--- config.mk ---
export PLATFORM = sky130hd
export DESIGN_NAME = idelay_tap_cal
export DESIGN_NICKNAME = d
export VERILOG_FILES = /design/src/rtl/idelay_tap_cal.sv
export SDC_FILE = /design/constraint.sdc
export NUM_CORES = 1
export LEC_CHECK = 0
export BUFFER_PORTS_ARGS = -buffer_cell sky130_fd_sc_hd__buf_2
export CAP_MARGIN = 10
export CELL_PAD_IN_SITES_DETAIL_PLACEMENT = 0
export CELL_PAD_IN_SITES_GLOBAL_PLACEMENT = 1
export CORE_MARGIN = 5
export CORE_UTILIZATION = 40
export CTS_CLUSTER_DIAMETER = 80
export DETAILED_ROUTE_END_ITERATION = 10
export GPL_TIMING_DRIVEN = 0
export PLACE_DENSITY_LB_ADDON = 0.2
export SYNTH_ARGS = -nofsm -noshare
export SYNTH_HDL_FRONTEND = slang
export SYNTH_SLANG_ARGS = --single-unit
export TNS_END_PERCENT = 1
--- constraint.sdc ---
create_clock -name clk_100MHz -period 8.3 [get_ports clk_100MHz]
set_clock_uncertainty 0.15 [all_clocks]
set_input_delay 1.245 -clock clk_100MHz [delete_from_list [all_inputs] [get_ports clk_100MHz]]
set_output_delay 1.245 -clock clk_100MHz [all_outputs]
set_load 0.01 [all_outputs]
--- src/rtl/idelay_tap_cal.sv ---
// idelay_tap_cal: sweeps an IODELAY (VARIABLE mode) across all taps against an alternating
// training bit, records the longest error-free run of taps and parks the delay at its centre.
module idelay_tap_cal #(
  parameter int unsigned TAP_W   = 6,
  parameter int unsigned TAP_MAX = 63,
  parameter int unsigned SETTLE  = 8,
  parameter int unsigned WINDOW  = 256
) (
  input  logic             clk_100MHz,
  input  logic             rst,
  input  logic             start,
  input  logic             idelay_ctrl_rdy,
  input  logic             train_bit,
  output logic             dly_rst,
  output logic             dly_ce,
  output logic             dly_inc,
  output logic [TAP_W-1:0] tap_value,
  output logic [TAP_W-1:0] best_start,
  output logic [TAP_W:0]   best_len,
  output logic             busy,
  output logic             cal_done,
  output logic             cal_fail
);

  localparam int unsigned CntMax = (WINDOW > SETTLE) ? WINDOW : SETTLE;
  localparam int unsigned CntW   = $clog2(CntMax) + 1;

  typedef enum logic [3:0] {
    StIdle, StWaitRdy, StDlyRst, StSettle, StSample, StEval, StStep, StMove, StDone, StFail
  } state_e;

  state_e           state_q, state_d;
  logic [TAP_W-1:0] tap_q, tap_d;
  logic [TAP_W-1:0] best_start_q, best_start_d;
  logic [TAP_W:0]   best_len_q, best_len_d;
  logic [TAP_W-1:0] cur_start_q, cur_start_d;
  logic [TAP_W:0]   cur_len_q, cur_len_d;
  logic             err_q, err_d;
  logic             prev_q, prev_d;
  logic [CntW-1:0]  cnt_q, cnt_d;
  logic             busy_q, busy_d;
  logic             done_q, done_d;
  logic             fail_q, fail_d;
  logic             dly_rst_q, dly_rst_d;
  logic             dly_ce_q, dly_ce_d;
  logic             dly_inc_q, dly_inc_d;

  logic [TAP_W:0] cur_len_inc;
  logic [TAP_W:0] target;
  logic           at_max;
  logic           rdy_lost;

  assign cur_len_inc = cur_len_q + (TAP_W+1)'(1);
  // Centre of the best run, kept one bit wider so the sum cannot wrap.
  assign target      = {1'b0, best_start_q} + (best_len_q >> 1);
  assign at_max      = (tap_q == TAP_W'(TAP_MAX));
  assign rdy_lost    = !idelay_ctrl_rdy &&
                       (state_q inside {StDlyRst, StSettle, StSample, StEval, StStep, StMove});

  // Next-state and registered-output decisions; dly_* pulses default low every cycle.
  always_comb begin
    state_d      = state_q;
    tap_d        = tap_q;
    best_start_d = best_start_q;
    best_len_d   = best_len_q;
    cur_start_d  = cur_start_q;
    cur_len_d    = cur_len_q;
    err_d        = err_q;
    prev_d       = prev_q;
    cnt_d        = cnt_q;
    busy_d       = busy_q;
    done_d       = done_q;
    fail_d       = fail_q;
    dly_rst_d    = 1'b0;
    dly_ce_d     = 1'b0;
    dly_inc_d    = 1'b0;

    if (rdy_lost) begin
      // Losing IDELAYCTRL invalidates every tap measured so far.
      state_d      = StWaitRdy;
      best_start_d = '0;
      best_len_d   = '0;
      cur_start_d  = '0;
      cur_len_d    = '0;
      err_d        = 1'b0;
      cnt_d        = '0;
    end else begin
      unique case (state_q)
        StIdle, StDone, StFail: begin
          if (start) begin
            state_d      = StWaitRdy;
            done_d       = 1'b0;
            fail_d       = 1'b0;
            best_start_d = '0;
            best_len_d   = '0;
            cur_start_d  = '0;
            cur_len_d    = '0;
            err_d        = 1'b0;
            busy_d       = 1'b1;
          end
        end
        StWaitRdy: begin
          if (idelay_ctrl_rdy) begin
            state_d   = StDlyRst;
            dly_rst_d = 1'b1;
            tap_d     = '0;
          end
        end
        StDlyRst: begin
          state_d = StSettle;
          cnt_d   = '0;
          err_d   = 1'b0;
        end
        StSettle: begin
          if (cnt_q == CntW'(SETTLE - 1)) begin
            state_d = StSample;
            cnt_d   = '0;
          end else begin
            cnt_d = cnt_q + CntW'(1);
          end
        end
        StSample: begin
          prev_d = train_bit;
          // The first sample has no predecessor; it only seeds prev.
          if (cnt_q != '0 && train_bit == prev_q) err_d = 1'b1;
          if (cnt_q == CntW'(WINDOW - 1)) begin
            state_d = StEval;
            cnt_d   = '0;
          end else begin
            cnt_d = cnt_q + CntW'(1);
          end
        end
        StEval: begin
          if (!err_q) begin
            cur_len_d = cur_len_inc;
            if (cur_len_q == '0) cur_start_d = tap_q;
            // Strict compare keeps the earlier run on a tie.
            if (cur_len_inc > best_len_q) begin
              best_start_d = (cur_len_q == '0) ? tap_q : cur_start_q;
              best_len_d   = cur_len_inc;
            end
          end else begin
            cur_len_d = '0;
          end
          if (at_max) begin
            state_d = StMove;
          end else begin
            state_d   = StStep;
            dly_ce_d  = 1'b1;
            dly_inc_d = 1'b1;
            tap_d     = tap_q + TAP_W'(1);
            err_d     = 1'b0;
          end
        end
        StStep: begin
          state_d = StSettle;
          cnt_d   = '0;
        end
        StMove: begin
          if (best_len_q == '0) begin
            state_d = StFail;
            fail_d  = 1'b1;
            busy_d  = 1'b0;
          end else if ({1'b0, tap_q} > target) begin
            dly_ce_d = 1'b1;
            tap_d    = tap_q - TAP_W'(1);
          end else begin
            state_d = StDone;
            done_d  = 1'b1;
            busy_d  = 1'b0;
          end
        end
        default: state_d = StIdle;
      endcase
    end
  end

  // State and output registers with synchronous reset.
  always_ff @(posedge clk_100MHz) begin
    if (rst) begin
      state_q      <= StIdle;
      tap_q        <= '0;
      best_start_q <= '0;
      best_len_q   <= '0;
      cur_start_q  <= '0;
      cur_len_q    <= '0;
      err_q        <= 1'b0;
      prev_q       <= 1'b0;
      cnt_q        <= '0;
      busy_q       <= 1'b0;
      done_q       <= 1'b0;
      fail_q       <= 1'b0;
      dly_rst_q    <= 1'b0;
      dly_ce_q     <= 1'b0;
      dly_inc_q    <= 1'b0;
    end else begin
      state_q      <= state_d;
      tap_q        <= tap_d;
      best_start_q <= best_start_d;
      best_len_q   <= best_len_d;
      cur_start_q  <= cur_start_d;
      cur_len_q    <= cur_len_d;
      err_q        <= err_d;
      prev_q       <= prev_d;
      cnt_q        <= cnt_d;
      busy_q       <= busy_d;
      done_q       <= done_d;
      fail_q       <= fail_d;
      dly_rst_q    <= dly_rst_d;
      dly_ce_q     <= dly_ce_d;
      dly_inc_q    <= dly_inc_d;
    end
  end

  assign dly_rst    = dly_rst_q;
  assign dly_ce     = dly_ce_q;
  assign dly_inc    = dly_inc_q;
  assign tap_value  = tap_q;
  assign best_start = best_start_q;
  assign best_len   = best_len_q;
  assign busy       = busy_q;
  assign cal_done   = done_q;
  assign cal_fail   = fail_q;

endmodule

==> run metrics, run 1 <==
Nets=482; worst-margin pin slew=0.762 ns; Final Setup Violations=0; gr usage total=0.176; LEAKAGE=0.00157 uW; status=finished clean; Rel. slew slack=0.488; clock buffer count from CTS=5; CTS resizes=0; Antenna Cells=0; die area=10300 um^2; Setup crit start kind=flip-flop; Period minus WS final=3.81 ns; htree depth=2; vias in the first global route=2889; setup ws final=4.49 ns; worst r2r dst=state_q[1]$_SDFFE_PP0P_; Wirelength per Cell=15.7 um; clk_lat worst skew=0.31 ns; Syn Inst Count=411; row count=33; Synth area leaders=dfxtp_1, ha_1, nor2_1, a21oi_1, mux2i_1; IO buf count=28; Power Dens Cells=193 nW/um^2; # IOs=30; CTS tree=built; Post-synth EDFFs=0; P&R area growth vs syn=11.6%; # hold bufs at CTS=0; r2r worst-path depth=13; Setup crit end kind=flip-flop; Post-Syn Nets=447; Final Hold Viols=0; GRT overflow=0; Hold Path Sink=cur_start_q[0]$_SDFFE_PP0P_; syn_area_per_cell=8.11 um^2; core area=8180 um^2; root buf cell=clkbuf_8; commonest non-fill, non-tap cell in the layout=dfxtp_1; first-pass GRT wire length=14500 um; pre-CTS setup slack=4.53 ns; Yosys top cell area share=0.318; hold_sp=cur_start_q[0]$_SDFFE_PP0P_; sequential fraction of the synthesis area=0.318; Cell variety after synth=54; hold crit path type=reg -> reg; share of cells above drive strength 1=0.112; worst flop-to-flop path startpoint=best_len[2]$_SDFFE_PP0P_; DRC violation count after routing=0; maxcap violations=0; RSZ-0062 raised after global routing=no; Setup CP Type=reg -> reg; YS warnings=0; Post CTS Setup Buffer Count=0; via count=3051; most frequent cells in the layout=dfxtp_1, nor2_1, a21oi_1; Post-Syn Area=3330 um^2; initial antenna violation count=0; fmax=263 MHz; WL final=8690 um; DIE WIDTH=101 um; Reg clk slew, reported paths=0.09 ns; DR iter-0 viols=188; Peak VDD IR=118 uV; Setup TNS=0 ns; Starting Density=0.408; Die Ht=101 um; GPL Wtd Cong=0.789; fin. max-slew vios=0; top_reg_cell synth=dfxtp_1; worst path required time=8.34 ns; # fillers=867; Seq cells post-synth=53; vias per cell=5.53; clk buf depth=2; CP Data Arrival Time=3.85 ns; ANT nets after route=0; drt pass-1 iters=4; WHS Path Cells=2; worst reg2reg setup slack=4.49 ns; CP Max Fanout=5; clk sinks=53; dpl hpwl=6670 um; largest area contributor in the netlist=dfxtp_1; post-synthesis async set-or-reset flop share=0; Tcrit/Tclk final=0.459; pin count of the biggest net entering global routing=16
[worst max-delay path by stage]
stage               depth (start not counted)  slack (ns)                      from                   endpoint
finish                                     13        4.49  best_len[2]$_SDFFE_PP0P_    state_q[1]$_SDFFE_PP0P_
detailed placement                         13        4.53  best_len[2]$_SDFFE_PP0P_    state_q[1]$_SDFFE_PP0P_
global route                               13        4.24  best_len[2]$_SDFFE_PP0P_    state_q[1]$_SDFFE_PP0P_
CTS                                        13        4.50  best_len[2]$_SDFFE_PP0P_    state_q[1]$_SDFFE_PP0P_
global placement                           13        4.59  best_len[2]$_SDFFE_PP0P_    state_q[1]$_SDFFE_PP0P_
floorplan                                  14        4.99  best_len[2]$_SDFFE_PP0P_  tap_value[4]$_SDFFE_PP0P_
[kinds of logic (layout without fill, tap and decap cells)]
kind of cell             Yosys count  after routing  synth area share
adder cells (fa/ha/maj)           31             31             0.121
AND/OR/NAND/NOR                  154            154             0.230
flip-flops                        53             53             0.318
AO/OA/AOI/OAI                    100            100             0.189
XOR/XNOR                          19             19            0.0499
multiplexers                      14             14            0.0420
buffers and inverters             40             76            0.0495
[synth_stat cells, types with 6 or more instances]
master    number
nand3_1       13
clkbuf_1       8
o21ai_0       23
xnor2_1        9
a22oi_1        6
nand2_1       32
nand3b_1       6
xor2_1        10
mux2i_1       14
nor3_1         8
nand4_1        7
dfxtp_1       53
inv_1         24
nor2_1        47
a21oi_1       35
ha_1          29
[sequential cells by signal (all words and copies together) (netlist names), 4 cells and up]
signal	count
cnt_q	9
best_len	7
cur_len_q	7
best_start	6
cur_start_q	6
tap_value	6
state_q	4
[per-layer routing]
| layer | share of wire | GRT usage | vias up |
|---|---|---|---|
| met4 | 0.012 | 0.0419 | 0 |
| met1 | 0.49 | 0.244 | 1447 |
| met5 | 0 | 0 | - |
| met2 | 0.46 | 0.289 | 63 |
| met3 | 0.040 | 0.0269 | 9 |
| li1 | - | - | 1532 |
[worst max-delay path: stages (launching register included)]
cell and delay [ns]:
dfxtp_1 0.49, ha_1 0.29, a21o_1 0.18, a21oi_1 0.21, o21bai_1 0.09, a21oi_1 0.17, xor2_1 0.20, ha_1 0.28
and4_1 0.18, nand3_1 0.11, o211ai_2 0.17, o31ai_1 0.70, a21oi_1 0.11, a2111oi_1 0.37
[cell type report]
cell class / count / area [um^2] / share of cell area
Buffer: 16 / 75.1 / 0.0202
Clock buffer: 7 / 86.3 / 0.0232
Clock inverter: 1 / 30.0 / 0.00807
Inverter: 24 / 90.1 / 0.0242
Multi-Input combinational cell: 318 / 2110 / 0.566
Sequential cell: 53 / 1060 / 0.285
Tap cell: 105 / 131 / 0.0353
Timing Repair Buffer: 28 / 140 / 0.0377
[where the power goes]
| part | internal, uW | total (uW) | leakage [uW] | switching (uW) |
|---|---|---|---|---|
| combinational | 83.6 | 248 | 0.00109 | 164 |
| sequential | 272 | 287 | 0.000428 | 14.8 |
| clock | 98.5 | 182 | 0.0000585 | 83.8 |
[metrics by stage]
stage	instances	total power [uW]	hold slack, ns	utilization	instance area, um^2
floorplan	411	470	0.303	-	3330
global placement	544	536	0.310	0.441	3600
detailed placement	544	537	0.320	0.441	3600
CTS	552	722	0.332	0.455	3720
global route	552	765	0.349	0.455	3720
finish	552	716	0.331	0.455	3720
No activity file was read; power rests on OpenSTA's default activity.
==> inputs of run 2 (changes only) <==
==> constraint.sdc (replaced) <==
create_clock -name clk_100MHz -period 3.1 [get_ports clk_100MHz]
set_clock_uncertainty 0.15 [all_clocks]
set_input_delay 0.465 -clock clk_100MHz [delete_from_list [all_inputs] [get_ports clk_100MHz]]
set_output_delay 0.465 -clock clk_100MHz [all_outputs]
set_load 0.01 [all_outputs]
==> run metrics, run 2 (synthesis results as in run 1) <==
worst path required time=3.18 ns (-5.16 ns); clk sinks=53 (unchanged); cell mode on critical path=a21oi_2; worst reg2reg setup slack=-0.19 ns (-4.68 ns); CP max stage cell=or4_1; placed inst area=3630 um^2 (+0.73%); Final Instance Area=3950 um^2 (+6.2%); Largest Register=cnt_q; ANT nets after route=0 (unchanged); htree depth=2 (unchanged); r2r worst-path depth=14 (+1); commonest non-fill, non-tap cell in the layout=dfxtp_1; DR iter-0 viols=140 (-26%); # fillers=832 (-4.0%); clk_lat worst skew=0.31 ns (about the same); Min Hold Slack=0.273 ns (-0.0581 ns); via count=3067 (+0.52%); maxcap violations=0 (unchanged); RSZ-0062 raised after global routing=yes; vias per cell=5.43 (-1.8%); die area=10300 um^2 (unchanged); dpl hpwl=6570 um (-1.5%); fmax=304 MHz (+16%); CP Cell Sequence=ha_4 -> a21o_1 -> a21oi_2 -> o21bai_1 -> a21oi_1 -> xor2_1 -> ha_1 -> and4_1 -> nand3_2 -> o211ai_4 -> o31a_1 -> buf_6 -> or4_1 -> a21oi_2; clk buf depth=2 (unchanged); Antenna Cells=0 (unchanged); worst r2r dst=tap_value[4]$_SDFFE_PP0P_; Setup CP Type=reg -> reg; Critical path buffers and inverters=1 (+1); most frequent cells in the layout=dfxtp_1, nor2_1, buf_2, nand2_1, a21oi_1; Setup crit start kind=flip-flop; status=complete, but fails checks; Hold Path Sink=dly_rst$_SDFF_PP0_; worst flop-to-flop path startpoint=best_start[1]$_SDFFE_PP0P_; Period minus WS final=3.29 ns (-0.516 ns); Nets=495 (+2.7%); initial antenna violation count=0 (unchanged); CP delay by family, top=compound AO/OA/AOI/OAI gates; core area=8180 um^2 (unchanged); max FFs per register=9 (unchanged); Tcrit/Tclk final=1.06 (+0.603); # hold bufs at CTS=0 (unchanged); # IOs=30 (unchanged); utilization after layout=0.483 (+0.0283); Setup crit end kind=flip-flop; worst-margin pin slew=0.625 ns (-0.137 ns); row count=33 (unchanged); Final Setup Violations=6 (+6); root buf cell=clkbuf_8; share of cells above drive strength 1=0.183 (+0.0708); GPL Wtd Cong=0.827 (+4.9%); Peak VDD IR=322 uV (+170%); Starting Density=0.408 (unchanged); CP Data Arrival Time=3.38 ns (-0.47 ns); IO buf count=28 (unchanged); first-pass GRT wire length=14800 um (+1.8%); setup ws final=-0.193 ns (-4.68 ns); gr usage total=0.180 (+0.00406); WL final=8830 um (+1.6%); GRT overflow=0 (unchanged); Power Dens Cells=487 nW/um^2 (+150%); Reg clk slew, reported paths=0.11 ns (+0.02 ns); DIE WIDTH=101 um (unchanged); pin count of the biggest net entering global routing=17 (+1); vias in the first global route=2934 (+1.6%); Rel. slew slack=0.583 (+0.0959); WHS Path Cells=3 (+1); fin. max-slew vios=0 (unchanged); Wirelength per Cell=15.6 um (-0.76%); CTS tree=built; DRC violation count after routing=0 (unchanged); drt pass-1 iters=4 (unchanged); failing checks=negative setup slack; CP Max Fanout=7 (+2); crit-path max cell delay=0.41 ns (-0.29 ns); LEAKAGE=0.00165 uW (+5.0%); clock buffer count from CTS=5 (unchanged); Final Hold Viols=0 (unchanged); hold crit path type=in -> reg; Die Ht=101 um (unchanged); P&R area growth vs syn=18.6%; hold_sp=idelay_ctrl_rdy
## run 2: per-layer routing
| metal | GRT usage | up-vias | wire [um] |
|---|---|---|---|
| li1 | - | 1572 | - |
| met1 | 0.250 | 1446 | 4270 |
| met2 | 0.301 | 42 | 4160 |
| met3 | 0.0213 | 7 | 304 |
| met4 | 0.0399 | 0 | 93 |
| met5 | 0 | - | 0 |
## run 2: stage by stage
stage	setup WS [ns]	cells	setup TNS (ns)	total power (uW)
2_1_floorplan	-0.102	411	-0.202	1260
3_3_place_gp	-0.454	544	-2.80	1430
3_5_place_dp	-0.470	544	-2.86	1440
4_1_cts	-0.153	565	-0.680	1910
5_1_grt	-0.325	565	-1.80	2070
6_report	-0.193	565	-0.720	1930
## run 2: layout make-up
class / instances / area (um^2) / area share
plain buffers: 16 / 77.6 / 0.0196
well taps: 105 / 131 / 0.0332
flip-flops and latches: 53 / 1080 / 0.272
repair buffers: 41 / 245 / 0.0620
clock inverters: 2 / 35.0 / 0.00886
clock buffers: 6 / 72.6 / 0.0184
multi-input cells: 318 / 2220 / 0.563
inverters: 24 / 90.1 / 0.0228
## run 2: worst min-delay path, stage by stage
cell     delay [ns]
buf_2          0.12
nand2_1        0.06
nor3_1         0.04
## run 2: repair_timing
| action | 4_1_cts | 5_1_grt |
|---|---|---|
| buffers inserted | 13 | 0 |
| cloned | 0 | 0 |
| gates resized for setup | 14 | 13 |
| endpoints found under the setup margin | 11 | 21 |
| pin swaps | 24 | 9 |
## run 2: power by group
part | switching [uW] | leakage [uW] | internal (uW)
clock network | 231 | 0.0000552 | 240
registers | 38.2 | 0.000432 | 725
logic | 453 | 0.00117 | 239
total | 722 | 0.00165 | 1200
## run 2: how the worst max path moves through the flow
stage                                           from                         to  slack (ns)  cells past startpoint
after global routing        best_len[1]$_SDFFE_PP0P_  tap_value[4]$_SDFFE_PP0P_       -0.32                     13
after floorplan             best_len[1]$_SDFFE_PP0P_  tap_value[0]$_SDFFE_PP0P_       -0.10                     13
final                     best_start[1]$_SDFFE_PP0P_  tap_value[4]$_SDFFE_PP0P_       -0.19                     14
after detailed placement    best_len[2]$_SDFFE_PP0P_    state_q[1]$_SDFFE_PP0P_       -0.47                     13
after CTS                   best_len[1]$_SDFFE_PP0P_    state_q[1]$_SDFFE_PP0P_       -0.15                     12
after global placement      best_len[1]$_SDFFE_PP0P_    state_q[1]$_SDFFE_PP0P_       -0.45                     12
==> inputs of run 3 (changes only) <==
--- a/config.mk
+++ b/config.mk
@@ -5,12 +5,13 @@
 export SDC_FILE = /design/constraint.sdc
 export NUM_CORES = 1
 export LEC_CHECK = 0
+export ABC_AREA = 1
 export BUFFER_PORTS_ARGS = -buffer_cell sky130_fd_sc_hd__buf_2
 export CAP_MARGIN = 10
 export CELL_PAD_IN_SITES_DETAIL_PLACEMENT = 0
 export CELL_PAD_IN_SITES_GLOBAL_PLACEMENT = 1
 export CORE_MARGIN = 5
-export CORE_UTILIZATION = 40
+export CORE_UTILIZATION = 39
 export CTS_CLUSTER_DIAMETER = 80
 export DETAILED_ROUTE_END_ITERATION = 10
 export GPL_TIMING_DRIVEN = 0
==> run metrics, run 3 <==
status=finished clean; Seq cells post-synth=53 (unchanged); Reg clk slew, reported paths=0.10 ns (about the same); Die Ht=104 um (+3.0%); fmax=352 MHz (+16%); worst flop-to-flop path startpoint=best_len[1]$_SDFFE_PP0P_; vias in the first global route=3095 (+5.5%); RSZ-0062 raised after global routing=no; final non-filler cell total=658 (+16%); GRT overflow=0 (unchanged); DRC violation count after routing=0 (unchanged); row count=34 (+3.0%); clk_lat worst skew=0.31 ns (about the same); # placed instances=650 (+19%); dpl hpwl=6850 um (+4.2%); Setup CP Type=reg -> reg; pin count of the biggest net entering global routing=16 (-1); GPL Wtd Cong=0.820 (-0.88%); clk buf depth=2 (unchanged); IO buf count=29 (+3.6%); worst-margin pin slew=0.476 ns (-0.149 ns); Post-synth EDFFs=0 (unchanged); post-synthesis async set-or-reset flop share=0 (unchanged); Tcrit/Tclk final=0.916 (-0.146); maxcap violations=0 (unchanged); Rel. slew slack=0.683 (+0.0994); # fillers=981 (+18%); hold crit path type=in -> reg; Setup crit end kind=flip-flop; clk sinks=53 (unchanged); CP Data Arrival Time=2.90 ns (-0.48 ns); Antenna Cells=0 (unchanged); WL final=8880 um (+0.59%); sequential fraction of the synthesis area=0.306 (-0.0124); Final Setup Violations=0 (-6); Period minus WS final=2.84 ns (-0.454 ns); Post-Syn Nets=549 (+23%); most frequent cells in the layout=nand2_1, a21oi_1, inv_1; setup ws final=0.261 ns (+0.454 ns); CTS tree=built; Starting Density=0.400 (-0.00806); Syn Inst Count=513 (+25%); clock buffer count from CTS=5 (unchanged); LEAKAGE=0.00187 uW (+13%); Largest Register=cnt_q; Post-Syn Area=3470 um^2 (+4.1%); Setup crit start kind=flip-flop; fin. max-slew vios=0 (unchanged); htree depth=2 (unchanged); drt pass-1 iters=4 (unchanged); largest area contributor in the netlist=dfxtp_1; DR iter-0 viols=173 (+24%); Peak VDD IR=292 uV (-9.3%); worst path required time=3.16 ns (-0.02 ns); Power Dens Cells=819 nW/um^2 (+68%); share of cells above drive strength 1=0.136 (-0.0462); syn_area_per_cell=6.76 um^2 (-17%); Post CTS Setup Buffer Count=0 (-13); worst r2r dst=tap_value[5]$_SDFFE_PP0P_; total power=3200 uW (+66%); ANT nets after route=0 (unchanged); CP Max Fanout=7 (unchanged); root buf cell=clkbuf_8; Nets=585 (+18%); worst reg2reg setup slack=0.26 ns (+0.45 ns); Hold Path Sink=prev_q$_SDFFE_PP0P_; most frequent cells after synthesis=nand2_1, a21oi_1, inv_1; YS warnings=0 (unchanged); first-pass GRT wire length=15100 um (+2.1%); utilization after layout=0.451 (-0.0326); r2r worst-path depth=17 (+3); hold_sp=train_bit; initial antenna violation count=0 (unchanged); count leader, synth=nand2_1; top_reg_cell synth=dfxtp_1; WHS Path Cells=3 (unchanged); pre-CTS setup slack=-0.111 ns (+0.360 ns); gr usage total=0.165 (-0.0150); # IOs=30 (unchanged); die area=10900 um^2 (+6.1%); max FFs per register=9 (unchanged); P&R area growth vs syn=12.8%; Wirelength per Cell=13.5 um (-14%); via count=3250 (+6.0%); vias per cell=4.94 (-9.0%); Synth area leaders=dfxtp_1, nand2_1, ha_1, a21oi_1, nand3_1; DIE WIDTH=104 um (+3.0%); Final Hold Viols=0 (unchanged); core area=8680 um^2 (+6.2%); Yosys top cell area share=0.306 (-0.0124); commonest non-fill, non-tap cell in the layout=nand2_1; Cell variety after synth=34 (-37%)
run 3: cell types whose count changed in the layout (fill, tap and decap cells not counted), moves of 8 or more:
cell / before / now
a21oi_1: 32 / 60
buf_4: 11 / 2
inv_1: 24 / 56
mux2i_1: 14 / 0
nand2_1: 32 / 128
nand3_1: 12 / 45
o21ai_0: 19 / 11
run 3: worst max-delay path by stage:
| stage | from | endpoint | slack, ns | depth (start not counted) |
|---|---|---|---|---|
| floorplan | best_len[3]$_SDFFE_PP0P_ | tap_value[5]$_SDFFE_PP0P_ | 0.43 | 18 |
| global placement | best_len[3]$_SDFFE_PP0P_ | state_q[0]$_SDFFE_PP0P_ | -0.06 | 18 |
| detailed placement | best_len[3]$_SDFFE_PP0P_ | state_q[0]$_SDFFE_PP0P_ | -0.11 | 18 |
| CTS | best_len[3]$_SDFFE_PP0P_ | tap_value[5]$_SDFFE_PP0P_ | 0.01 | 18 |
| global route | best_len[2]$_SDFFE_PP0P_ | tap_value[5]$_SDFFE_PP0P_ | 0.01 | 18 |
| finish | best_len[1]$_SDFFE_PP0P_ | tap_value[5]$_SDFFE_PP0P_ | 0.26 | 17 |
run 3: through the flow:
step                      setup TNS, ns  hold WS [ns]  area, um^2
after global routing                  0         0.290        3910
final                                 0         0.287        3910
after global placement           -0.100         0.298        3750
after detailed placement         -0.714         0.304        3750
after floorplan                       0         0.289        3470
after CTS                             0         0.277        3870
run 3: timing repair:
action / CTS / global route
hold endpoints to repair: 0 / 0
gates resized for setup: 3 / 7
endpoints found under the setup margin: 10 / 12
hold buffers: 0 / 0
run 3: cell families after synthesis:
family | Yosys count | synth area share
and+or+nand+nor | 261 | 0.333
AOI/OAI and AO/OA | 83 | 0.125
buffers and inverters | 72 | 0.0866
DFF | 53 | 0.306
adders and majority gates | 31 | 0.116
xor gates and xnor gates | 13 | 0.0328
run 3: critical path, stage by stage (launching register included):
cell and delay, ns:
dfxtp_1 0.37, ha_1 0.22, fa_1 0.41, nand2_1 0.08
nand2_1 0.05, nand2_1 0.09, xor2_1 0.19, ha_1 0.27
nand2_1 0.06, nor2_1 0.05, nand2_1 0.06, nand2_1 0.08
nor2_4 0.18, nand2_2 0.11, nand2_4 0.11, nand2_4 0.08
a21oi_1 0.13, nor2_1 0.05
run 3: report_power, final:
group,total (uW),switching (uW),internal [uW]
combinational,1780,1190,588
clock,502,239,264
sequential,926,121,805
total,3200,1550,1660
run 3: cell type report:
cell class,count,area (um^2),share of cell area
clock buffer,7,86.3,0.0221
sequential,53,1060,0.272
timing repair buffer,29,145,0.0371
inverter,61,229,0.0585
multi-input combinational,388,2150,0.550
clock inverter,1,30.0,0.00768
tap,108,135,0.0345
buffer,11,71.3,0.0182
run 3: routing by layer:
metal,GRT usage,vias up,wire [um]
met1,0.229,1457,4490
met5,0,-,0
met3,0.0292,9,318
met2,0.270,41,3990
li1,-,1743,-
met4,0.0305,0,85
